==> config.mk <==
export PLATFORM = sky130hd
export DESIGN_NAME = mesm6_uart_ctl
export DESIGN_NICKNAME = d
export VERILOG_FILES = /design/src/rtl/mesm6_uart_ctl.sv
export SDC_FILE = /design/constraint.sdc
export NUM_CORES = 1
export LEC_CHECK = 0
export CORE_ASPECT_RATIO = 1.1
export CORE_MARGIN = 4
export CORE_UTILIZATION = 40
export DETAILED_ROUTE_END_ITERATION = 10
export GPL_TIMING_DRIVEN = 0
export PLACE_DENSITY = 0.8
export REMOVE_ABC_BUFFERS = 1
export SKIP_CTS_REPAIR_TIMING = 1
export SLEW_MARGIN = 10
export SYNTH_ARGS = -nofsm -noshare
export SYNTH_HDL_FRONTEND = slang
export SYNTH_SLANG_ARGS = --single-unit
==> constraint.sdc <==
create_clock -name i_clk -period 2.1 [get_ports i_clk]
set_input_delay 0.315 -clock i_clk [delete_from_list [all_inputs] [get_ports i_clk]]
set_output_delay 0.315 -clock i_clk [all_outputs]
set_load 0.05 [all_outputs]
==> src/rtl/mesm6_uart_ctl.sv <==
// mesm6_uart_ctl -- bus-master sequencer for the mesm6_uart register port.
//
// After reset it configures the UART (CTRL <- 0, then CTRLSET <- enable),
// then loops polling CTRL. Depending on the status it clears a latched
// framing error, reads a received byte into a one-byte holding register,
// or writes the head of a 4-entry client TX FIFO to DATA. With no work it
// idles POLL_GAP cycles between polls.
//
// Ports
//   i_clk, i_reset          clock, asynchronous active-high reset
//   o_u_addr/o_u_read/o_u_write/o_u_wdata
//                           UART access; held stable until i_u_done
//   i_u_rdata, i_u_done     UART read data (valid with done), completion
//   i_tx_data/i_tx_valid/o_tx_ready   client TX byte stream into the FIFO
//   o_rx_data/o_rx_valid/i_rx_ready   received byte out to the client
//   o_inited                configuration sequence complete
//   o_ferr_cnt              framing errors cleared, saturating at 255
module mesm6_uart_ctl #(
  parameter int POLL_GAP  = 16,
  parameter int TXRDY_BIT = 0,
  parameter int RXAV_BIT  = 1,
  parameter int FERR_BIT  = 2,
  parameter int EN_BIT    = 9
) (
  input  logic        i_clk,
  input  logic        i_reset,
  output logic [14:0] o_u_addr,
  output logic        o_u_read,
  output logic        o_u_write,
  output logic [47:0] o_u_wdata,
  input  logic [47:0] i_u_rdata,
  input  logic        i_u_done,
  input  logic [7:0]  i_tx_data,
  input  logic        i_tx_valid,
  output logic        o_tx_ready,
  output logic [7:0]  o_rx_data,
  output logic        o_rx_valid,
  input  logic        i_rx_ready,
  output logic        o_inited,
  output logic [7:0]  o_ferr_cnt
);

  localparam logic [14:0] ADDR_CTRL    = 15'd7;
  localparam logic [14:0] ADDR_CTRLSET = 15'd6;
  localparam logic [14:0] ADDR_CTRLCLR = 15'd5;
  localparam logic [14:0] ADDR_DATA    = 15'd0;
  localparam logic [47:0] EN_MASK      = 48'd1 << EN_BIT;
  localparam logic [47:0] FERR_MASK    = 48'd1 << FERR_BIT;
  localparam int          GAP_W        = (POLL_GAP > 1) ? $clog2(POLL_GAP + 1) : 1;
  localparam logic [GAP_W-1:0] GAP_LAST = GAP_W'(POLL_GAP - 1);

  typedef enum logic [2:0] {
    S_INIT_CLR, S_INIT_SET, S_POLL, S_RX_RD, S_TX_WR, S_FERR_CLR, S_WAIT
  } state_t;

  state_t           r_state, w_state_nxt;
  logic [7:0]       r_fifo [0:3];
  logic [1:0]       r_wr_ptr, r_rd_ptr;
  logic [2:0]       r_count;
  logic             r_txrdy_last;
  logic [GAP_W-1:0] r_gap_cnt;

  logic        w_busy, w_fin, w_start;
  logic        w_acc_en, w_acc_wr;
  logic [14:0] w_acc_addr;
  logic [47:0] w_acc_wdata;
  logic        w_push, w_pop, w_fifo_ne;
  logic        w_unused;

  // Only the status bits and the low data byte of the read bus matter.
  assign w_unused = ^i_u_rdata;

  assign w_busy     = o_u_read | o_u_write;
  assign w_fin      = w_busy & i_u_done;
  assign w_fifo_ne  = (r_count != 3'd0);
  assign o_tx_ready = (r_count != 3'd4);
  assign w_push     = i_tx_valid & o_tx_ready;
  assign w_pop      = w_fin & (r_state == S_TX_WR);
  // An access starts only when no strobe is up; since completion drops the
  // strobe and changes state together, the cycle after done is always idle.
  assign w_start    = w_acc_en & ~w_busy;

  always_ff @(posedge i_clk or posedge i_reset) begin
    if (i_reset) r_state <= S_INIT_CLR;
    else         r_state <= w_state_nxt;
  end

  always_comb begin
    w_state_nxt = r_state;
    w_acc_en    = 1'b0;
    w_acc_wr    = 1'b0;
    w_acc_addr  = ADDR_DATA;
    w_acc_wdata = 48'd0;
    case (r_state)
      S_INIT_CLR: begin
        w_acc_en   = 1'b1;
        w_acc_wr   = 1'b1;
        w_acc_addr = ADDR_CTRL;
        if (w_fin) w_state_nxt = S_INIT_SET;
      end
      S_INIT_SET: begin
        w_acc_en    = 1'b1;
        w_acc_wr    = 1'b1;
        w_acc_addr  = ADDR_CTRLSET;
        w_acc_wdata = EN_MASK;
        if (w_fin) w_state_nxt = S_POLL;
      end
      S_POLL: begin
        w_acc_en   = 1'b1;
        w_acc_addr = ADDR_CTRL;
        if (w_fin) begin
          if (i_u_rdata[FERR_BIT])                         w_state_nxt = S_FERR_CLR;
          else if (i_u_rdata[RXAV_BIT] && !o_rx_valid)     w_state_nxt = S_RX_RD;
          else if (i_u_rdata[TXRDY_BIT] && w_fifo_ne)      w_state_nxt = S_TX_WR;
          else                                             w_state_nxt = S_WAIT;
        end
      end
      S_RX_RD: begin
        w_acc_en   = 1'b1;
        w_acc_addr = ADDR_DATA;
        if (w_fin) w_state_nxt = S_POLL;
      end
      S_TX_WR: begin
        w_acc_en    = 1'b1;
        w_acc_wr    = 1'b1;
        w_acc_addr  = ADDR_DATA;
        w_acc_wdata = {40'd0, r_fifo[r_rd_ptr]};
        if (w_fin) w_state_nxt = S_POLL;
      end
      S_FERR_CLR: begin
        w_acc_en    = 1'b1;
        w_acc_wr    = 1'b1;
        w_acc_addr  = ADDR_CTRLCLR;
        w_acc_wdata = FERR_MASK;
        if (w_fin) w_state_nxt = S_POLL;
      end
      S_WAIT: begin
        // Fresh client data with a transmitter known to be ready skips the gap.
        if (r_gap_cnt == GAP_LAST || (w_fifo_ne && r_txrdy_last))
          w_state_nxt = S_POLL;
      end
      default: w_state_nxt = S_INIT_CLR;
    endcase
  end

  // Bus master registers, status latch, counters.
  always_ff @(posedge i_clk or posedge i_reset) begin
    if (i_reset) begin
      o_u_read     <= 1'b0;
      o_u_write    <= 1'b0;
      o_u_addr     <= 15'd0;
      o_u_wdata    <= 48'd0;
      o_rx_data    <= 8'd0;
      o_rx_valid   <= 1'b0;
      o_inited     <= 1'b0;
      o_ferr_cnt   <= 8'd0;
      r_txrdy_last <= 1'b0;
      r_gap_cnt    <= '0;
    end else begin
      if (w_start) begin
        o_u_read  <= ~w_acc_wr;
        o_u_write <= w_acc_wr;
        o_u_addr  <= w_acc_addr;
        o_u_wdata <= w_acc_wdata;
      end else if (w_fin) begin
        o_u_read  <= 1'b0;
        o_u_write <= 1'b0;
      end

      if (w_fin && r_state == S_RX_RD) begin
        o_rx_data  <= i_u_rdata[7:0];
        o_rx_valid <= 1'b1;
      end else if (o_rx_valid && i_rx_ready) begin
        o_rx_valid <= 1'b0;
      end

      if (w_fin && r_state == S_INIT_SET) o_inited <= 1'b1;

      if (w_fin && r_state == S_FERR_CLR && o_ferr_cnt != 8'hFF)
        o_ferr_cnt <= o_ferr_cnt + 8'd1;

      if (w_fin && r_state == S_POLL) r_txrdy_last <= i_u_rdata[TXRDY_BIT];

      if (r_state == S_WAIT && w_state_nxt == S_WAIT) r_gap_cnt <= r_gap_cnt + 1'b1;
      else                                           r_gap_cnt <= '0;
    end
  end

  // TX FIFO pointers and occupancy.
  always_ff @(posedge i_clk or posedge i_reset) begin
    if (i_reset) begin
      r_wr_ptr <= 2'd0;
      r_rd_ptr <= 2'd0;
      r_count  <= 3'd0;
    end else begin
      if (w_push) r_wr_ptr <= r_wr_ptr + 2'd1;
      if (w_pop)  r_rd_ptr <= r_rd_ptr + 2'd1;
      case ({w_push, w_pop})
        2'b10:   r_count <= r_count + 3'd1;
        2'b01:   r_count <= r_count - 3'd1;
        default: r_count <= r_count;
      endcase
    end
  end

  // FIFO storage needs no reset; pointers define what is valid.
  always_ff @(posedge i_clk) begin
    if (w_push) r_fifo[r_wr_ptr] <= i_tx_data;
  end

endmodule

### Yosys cells after proc, flatten, opt, wreduce, memory -nomap -nowiden

Memory sizes are Yosys's and may differ from the RTL's.
Index checks and enable logic that the tools add are counted.

| word-level totals | value |
|---|---|
| register bits after elaboration | 99 |
| output and inout bits | 84 |
| word-level logic and storage cells | 82 |
| memory bits (writable) | 32 |
| memories | 1 |
| input bits | 61 |

| cells by class | value |
|---|---|
| reductions and logical operators | 21 |
| equality and inequality tests | 12 |
| add/subtract/negate cells | 6 |
| bitwise logic cells | 7 |
| multiplexer cells | 21 |

Memory list:

| name | depth | bits a word | rd ports | clocked after Yosys merged registers in | write ports | line | RTL |
|---|---|---|---|---|---|---|---|
| r_fifo | 4 | 8 | 1 | 0 | 1 | 57 | `logic [7:0] r_fifo [0:3];` |

Operator list:

| kind | number |
|---|---|
| case mux 10 bit (3 select lines) | 1 |
| 2-to-1 mux 3 bit | 6 |
| == test 3 bit, second input constant | 4 |
| case mux 3 bit (4 select lines) | 1 |
| logical AND 1 bit | 10 |
| 2-to-1 mux 1 bit | 9 |
| case mux 3 bit (3 select lines) | 1 |
| adder 8 x 1 -> 8 bit, second input constant | 1 |
| != test 8 bit, second input constant | 1 |
| OR reduction 4 bit | 2 |
| == test 3 x 2 -> 1 bit, second input constant | 2 |
| case mux 3 bit (2 select lines) | 1 |
| nonzero test 2 bit | 3 |
| OR reduction 6 bit | 1 |
| adder 5 x 1 -> 5 bit, second input constant | 1 |
| == test 5 x 4 -> 1 bit, second input constant | 1 |
| 2-to-1 mux 5 bit | 1 |
| adder 2 x 1 -> 2 bit, second input constant | 2 |
| bitwise AND 1 bit | 4 |
| adder 3 x 1 -> 3 bit, second input constant | 1 |
| == test 3 x 1 -> 1 bit, second input constant | 1 |
| zero test 3 bit | 1 |
| != test 3 bit, second input constant | 1 |
| nonzero test 3 bit | 1 |
| 9 further kinds | 10 |

### Depth between registers and ports, before layout

| logic depth | value |
|---|---|
| depth in word-level cells | 10 |
| depth in mapped cells | 9 |
| mapped depth without buffers | 9 |

### Least setup slack after synthesis

Ideal clock, no wire load.

| timing path | value |
|---|---|
| kind | register to register |
| start | reg o_u_write |
| end | reg r_count[2] |
| required time | 2.021 ns |
| arrival time | 2.249 ns |
| setup time | 0.079 ns |
| setup slack | -0.229 ns |
| cell stages (with the launch flop) | 10 |
| clock period less this slack | 2.329 ns |
| path buffers | 1 |
| path through | dfrtp_1 -> o21ai_1 -> buf_4 -> nor3_2 -> ha_1 -> inv_1 -> fa_1 -> xor2_1 -> nor2_1 -> xor2_1 |

| between the ends | value |
|---|---|
| word-level cells in the longest chain between the ends | 5 |
| elaborated cells on any way between the ends | 7 |
| those cells by class | eq/ne: 2; mux: 1; bitwise: 3; reduce/logical: 1 |

Ends and longest elaborated chain:

| element | line | RTL |
|---|---|---|
| start, declared | 29 | `output logic o_u_write,` |
| start signal, assigned | 162 | `o_u_write <= w_acc_wr;` |
| OR 1 bit (*) | 73 | `assign w_busy = o_u_read \| o_u_write;` |
| bitwise AND 1 bit (*) | 74 | `assign w_fin = w_busy & i_u_done;` |
| bitwise AND 1 bit (*) | 78 | `assign w_pop = w_fin & (r_state == S_TX_WR);` |
| net w_pop | 67 | `logic w_push, w_pop, w_fifo_ne;` |
| == test 2 x 1 -> 1 bit / == test 2 bit (equally long branches) | 198 | `case ({w_push, w_pop})` |
| case mux 3 bit (2 select lines) / nonzero test 2 bit (equally long branches) | n/a |  |
| end signal, assigned | 199 | `2'b10: r_count <= r_count + 3'd1;` |
| end signal, assigned | 200 | `2'b01: r_count <= r_count - 3'd1;` |
| end signal, assigned | 201 | `default: r_count <= r_count;` |
| end, declared | 59 | `logic [2:0] r_count;` |

Mark *: on every way through the listed nets, which the timed path passes. The rest lies on a longest branch.
A chain may end at the register's enable or synchronous reset.

### Worst setup path in the final report

| timing path | value |
|---|---|
| start | reg r_state[1] |
| end | reg r_count[2] |

| between the ends | value |
|---|---|
| word-level cells in the longest chain between the ends | 4 |
| elaborated cells on any way between the ends | 6 |
| those cells by class | eq/ne: 3; mux: 1; bitwise: 1; reduce/logical: 1 |

Ends and longest elaborated chain:

| element | line | RTL |
|---|---|---|
| start, declared | 56 | `state_t r_state, w_state_nxt;` |
| start signal, assigned | 85 | `else r_state <= w_state_nxt;` |
| == test 3 bit (*) | 78 |  |
| bitwise AND 1 bit (*) | 78 |  |
| net w_pop | 67 |  |
| == test 2 x 1 -> 1 bit / == test 2 bit (equally long branches) | 198 |  |
| case mux 3 bit (2 select lines) / nonzero test 2 bit (equally long branches) | n/a |  |

Marked as above.

==> run summary <==
Endpoint kind of the worst setup timing path: a flop. Using the TritonRoute via totals, the vias-per-cell ratio works out to 4.74. In this run the number of H-tree levels came out at 3.

Yosys printed 0 warnings. The part of the total power dissipated in sequential elements is 0.405. The finished cells cover 0.00444 mm^2. Layout overhead on the synthesized area: 18.6%. For the combined area of all synthesized cells, the log shows 0.00375 mm^2. The logs give 0.416 for the initial standard-cell utilization of the core and 547 uV for the maximum VDD drop. Final hold slack: 284 ps. After synthesis, the netlist uses 42 different library cells. Post-route fraction of the period consumed by the critical path: 0.982.

The logs give 0.00131 mm^2 for the area of the multi-input gates and 0 for the remaining global-route overflow. After floorplanning, the core was divided into 36 placement rows. The flow ran to the end, and the final reports show no timing, DRC or antenna violations. The number of global-route vias before repair came out at 2126. Number of design-rule violations left by the first detailed-router iteration: 58.

The routed wire length is 6.55 mm. Peak fanout along the critical path: 6. The detailed-route DRC error count was 0.

The minimum clock period after layout is 2060 ps. Clock tree synthesis inserted a total of 9 buffers. The tools report the endpoint of the most critical register-to-register path as r_count[2]. After clock tree synthesis, the clock-pin slew on the worst setup and hold paths is 90 ps. The logs give 2380 ps for the data required time of the worst path and 0.178 for the clock network fraction of total power.

The clock tree buffer depth was 2. STA classifies the critical path startpoint as a flop. The logs give 0 for the total count of max-transition violations in the final report and 0 for the remaining antenna violation count. The flip-flop and latch count after synthesis came out at 80.

The die extent in y is 110 um, and the transition time at the pin with the least slew margin is 626 ps. The logs give 0 for the number of maximum-capacitance violations and 0 ps for the final sum of negative setup slack. Yosys mapped a number of flops with a built-in enable equal to 32. The share of cells above drive strength 1 was 0.147; the highest clock rate was 485 MHz. The combined global-route utilization of all metal layers was 0.124. The final standard cell utilization of the core is 0.493. STA puts the critical path data arrival time at 2340 ps.

Entering global routing, the biggest net connects 30 pins. The logs give 0.417 for the proportion of power drawn by combinational gates and 10.6 ps for the final setup skew. TritonCTS built the clock tree. Before antenna repair, the detailed router went through 4 iterations. The power density over the cells came out at 1360 mW/mm^2. During placement, the flow inserted port buffers numbering 53.

The average instance in the mapped netlist occupies 12.7 um^2. The design draws 6.05 mW. In the final routed layout, each cell accounts on average for 13.8 um. Detailed placement ended at an HPWL of 4.78 mm. In the final layout, flip-flops and latches occupy 0.00216 mm^2. For the count of nets after finishing, the log shows 426. The run gives 40 ps as the slack of the worst reg-to-reg path. Setup violations remaining at the end of the flow were counted as 0. The number of cells on the worst reg-to-reg path is 8. The die covers 0.0110 mm^2. Path type of the worst min-delay path: input port to asynchronous set/reset pin. Leaving out fill and tap cells, the most frequent cell in the layout is clkdlybuf4s50_1. Fill cell total of the finished layout: 794. The placeable core region was 0.00901 mm^2; the share of synthesized area occupied by flip-flops and latches was 0.577.

Internal power comes to 3.49 mW. Commonest register cell after synthesis: dfrtp_1. The tools report the startpoint of the worst register-to-register path as r_state[1]. Clock latency on the worst-skew pair, taken at its later pin, is 360 ps. The cell count after synthesis came out at 296. The reported leakage power came out at 1.87 nW.

The worst setup path is of the flop to flop kind. The switching share of total power was 0.424. For the initial antenna violation count, the log shows 0. The first global-routing pass estimated 10.4 mm of wire. The congestion estimate from routability-driven global placement came to 0.754.

Summing all placed instances gives a cell area of 0.00421 mm^2. 0 antenna diodes ended up in the layout. Leaving out fill and tap cells, the most frequent cells in the layout are 52 x clkdlybuf4s50_1, 51 x conb_1, 46 x dfrtp_1. Clock tree synthesis found a total of 80 sinks. Summing over every cut layer, the via total after detailed routing is 2251. The net switching power came out at 2.56 mW. Setup repair after global routing could not meet its margin everywhere. For the remaining max-slew budget at the tightest pin, the log shows 0.582. From left edge to right edge, the die measures 100 um. The number of endpoints with negative hold slack in the final report is 0. The root cell of the clock tree was clkbuf_8.

The number of primary I/O pins was 145; the fraction of registers with async set/reset was 0.600.
[Yosys cell counts (all sizes together) (2+ instances only)]
cell type	instances	area, um^2
xor2	4	35.0
dfrtp	48	1200
edfxtp	32	961
inv	18	67.6
a21oi	6	30.0
nand2	19	71.3
or3	2	12.5
and3	6	37.5
xnor2	7	61.3
a211oi	2	15.0
nand3	8	40.0
nand2b	4	25.0
buf	56	410
nand4	3	18.8
clkbuf	2	7.51
mux4	8	180
a21o	2	15.0
nor2	14	52.6
nor3	4	41.3
a22o	3	26.3
ha	8	100
o21ai	12	60.1
mux2	13	146
[worst max-delay path by stage]
| stage | from | to | slack, ps | cells past startpoint |
|---|---|---|---|---|
| after CTS | o_u_write | r_count[1] | -280 | 6 |
| after detailed placement | i_u_done | r_count[2] | -640 | 9 |
| after floorplan | o_u_write | r_count[2] | -320 | 8 |
| final | r_state[1] | r_count[2] | 40 | 8 |
| after global routing | r_state[1] | r_count[2] | -100 | 8 |
| after global placement | i_u_done | r_count[2] | -590 | 9 |
[cell type report]
cell class                      instances  share of cell area
Sequential cell                        80               0.487
Multi-Input combinational cell        190               0.294
Timing Repair Buffer                   57               0.130
Tap cell                              114              0.0321
Clock buffer                           10              0.0310
Inverter                               18              0.0152
Clock inverter                          6              0.0115
[stage by stage]
step	cells	setup slack (ps)
global placement	455	-592
CTS	472	-282
global route	475	-104
detailed placement	456	-642
floorplan	288	-321
finish	475	38.1
[registers in the layout, summed over array words and instances (netlist names)]
name / count
r_fifo: 32
o_u_wdata: 9
o_ferr_cnt: 8
o_rx_data: 8
r_gap_cnt: 5
o_u_addr: 3
r_count: 3
r_state: 3
r_rd_ptr: 2
r_wr_ptr: 2
o_inited: 1
o_rx_valid: 1
o_u_read: 1
o_u_write: 1
r_txrdy_last: 1
[per-layer routing]
metal,global-route usage,vias to the layer above,part of all wire
met4,0.0491,0,0.012
met5,0,-,0
li1,-,1051,-
met3,0.0406,8,0.078
met1,0.148,1098,0.41
met2,0.208,94,0.51
[critical path: stages (launching register included)]
cell and delay (ps):
dfrtp_2 450, nand2b_2 240, nor3_4 230, ha_2 230, inv_1 60, fa_1 370, xor2_1 150, nor2_1 110
xor2_1 160
[logic make-up after synthesis]
logic type / count (synthesis) / share of synthesized area
muxes: 22 / 0.0898
buffers and inverters: 76 / 0.130
xor gates and xnor gates: 11 / 0.0257
and+or+nand+nor: 64 / 0.0875
AOI/OAI and AO/OA: 33 / 0.0574
other: 1 / 0.00100
DFF: 80 / 0.577
adders and majority gates: 9 / 0.0321
[power by group through the flow]
stage	logic [mW]	registers (mW)	clock network (mW)
after CTS	2.49	2.45	1.11
after global placement	2.43	2.46	0
after floorplan	1.15	3.07	0
after global routing	2.69	2.52	1.18
after detailed placement	2.49	2.49	0
final	2.52	2.45	1.08
(Power assumes the default switching activity.)
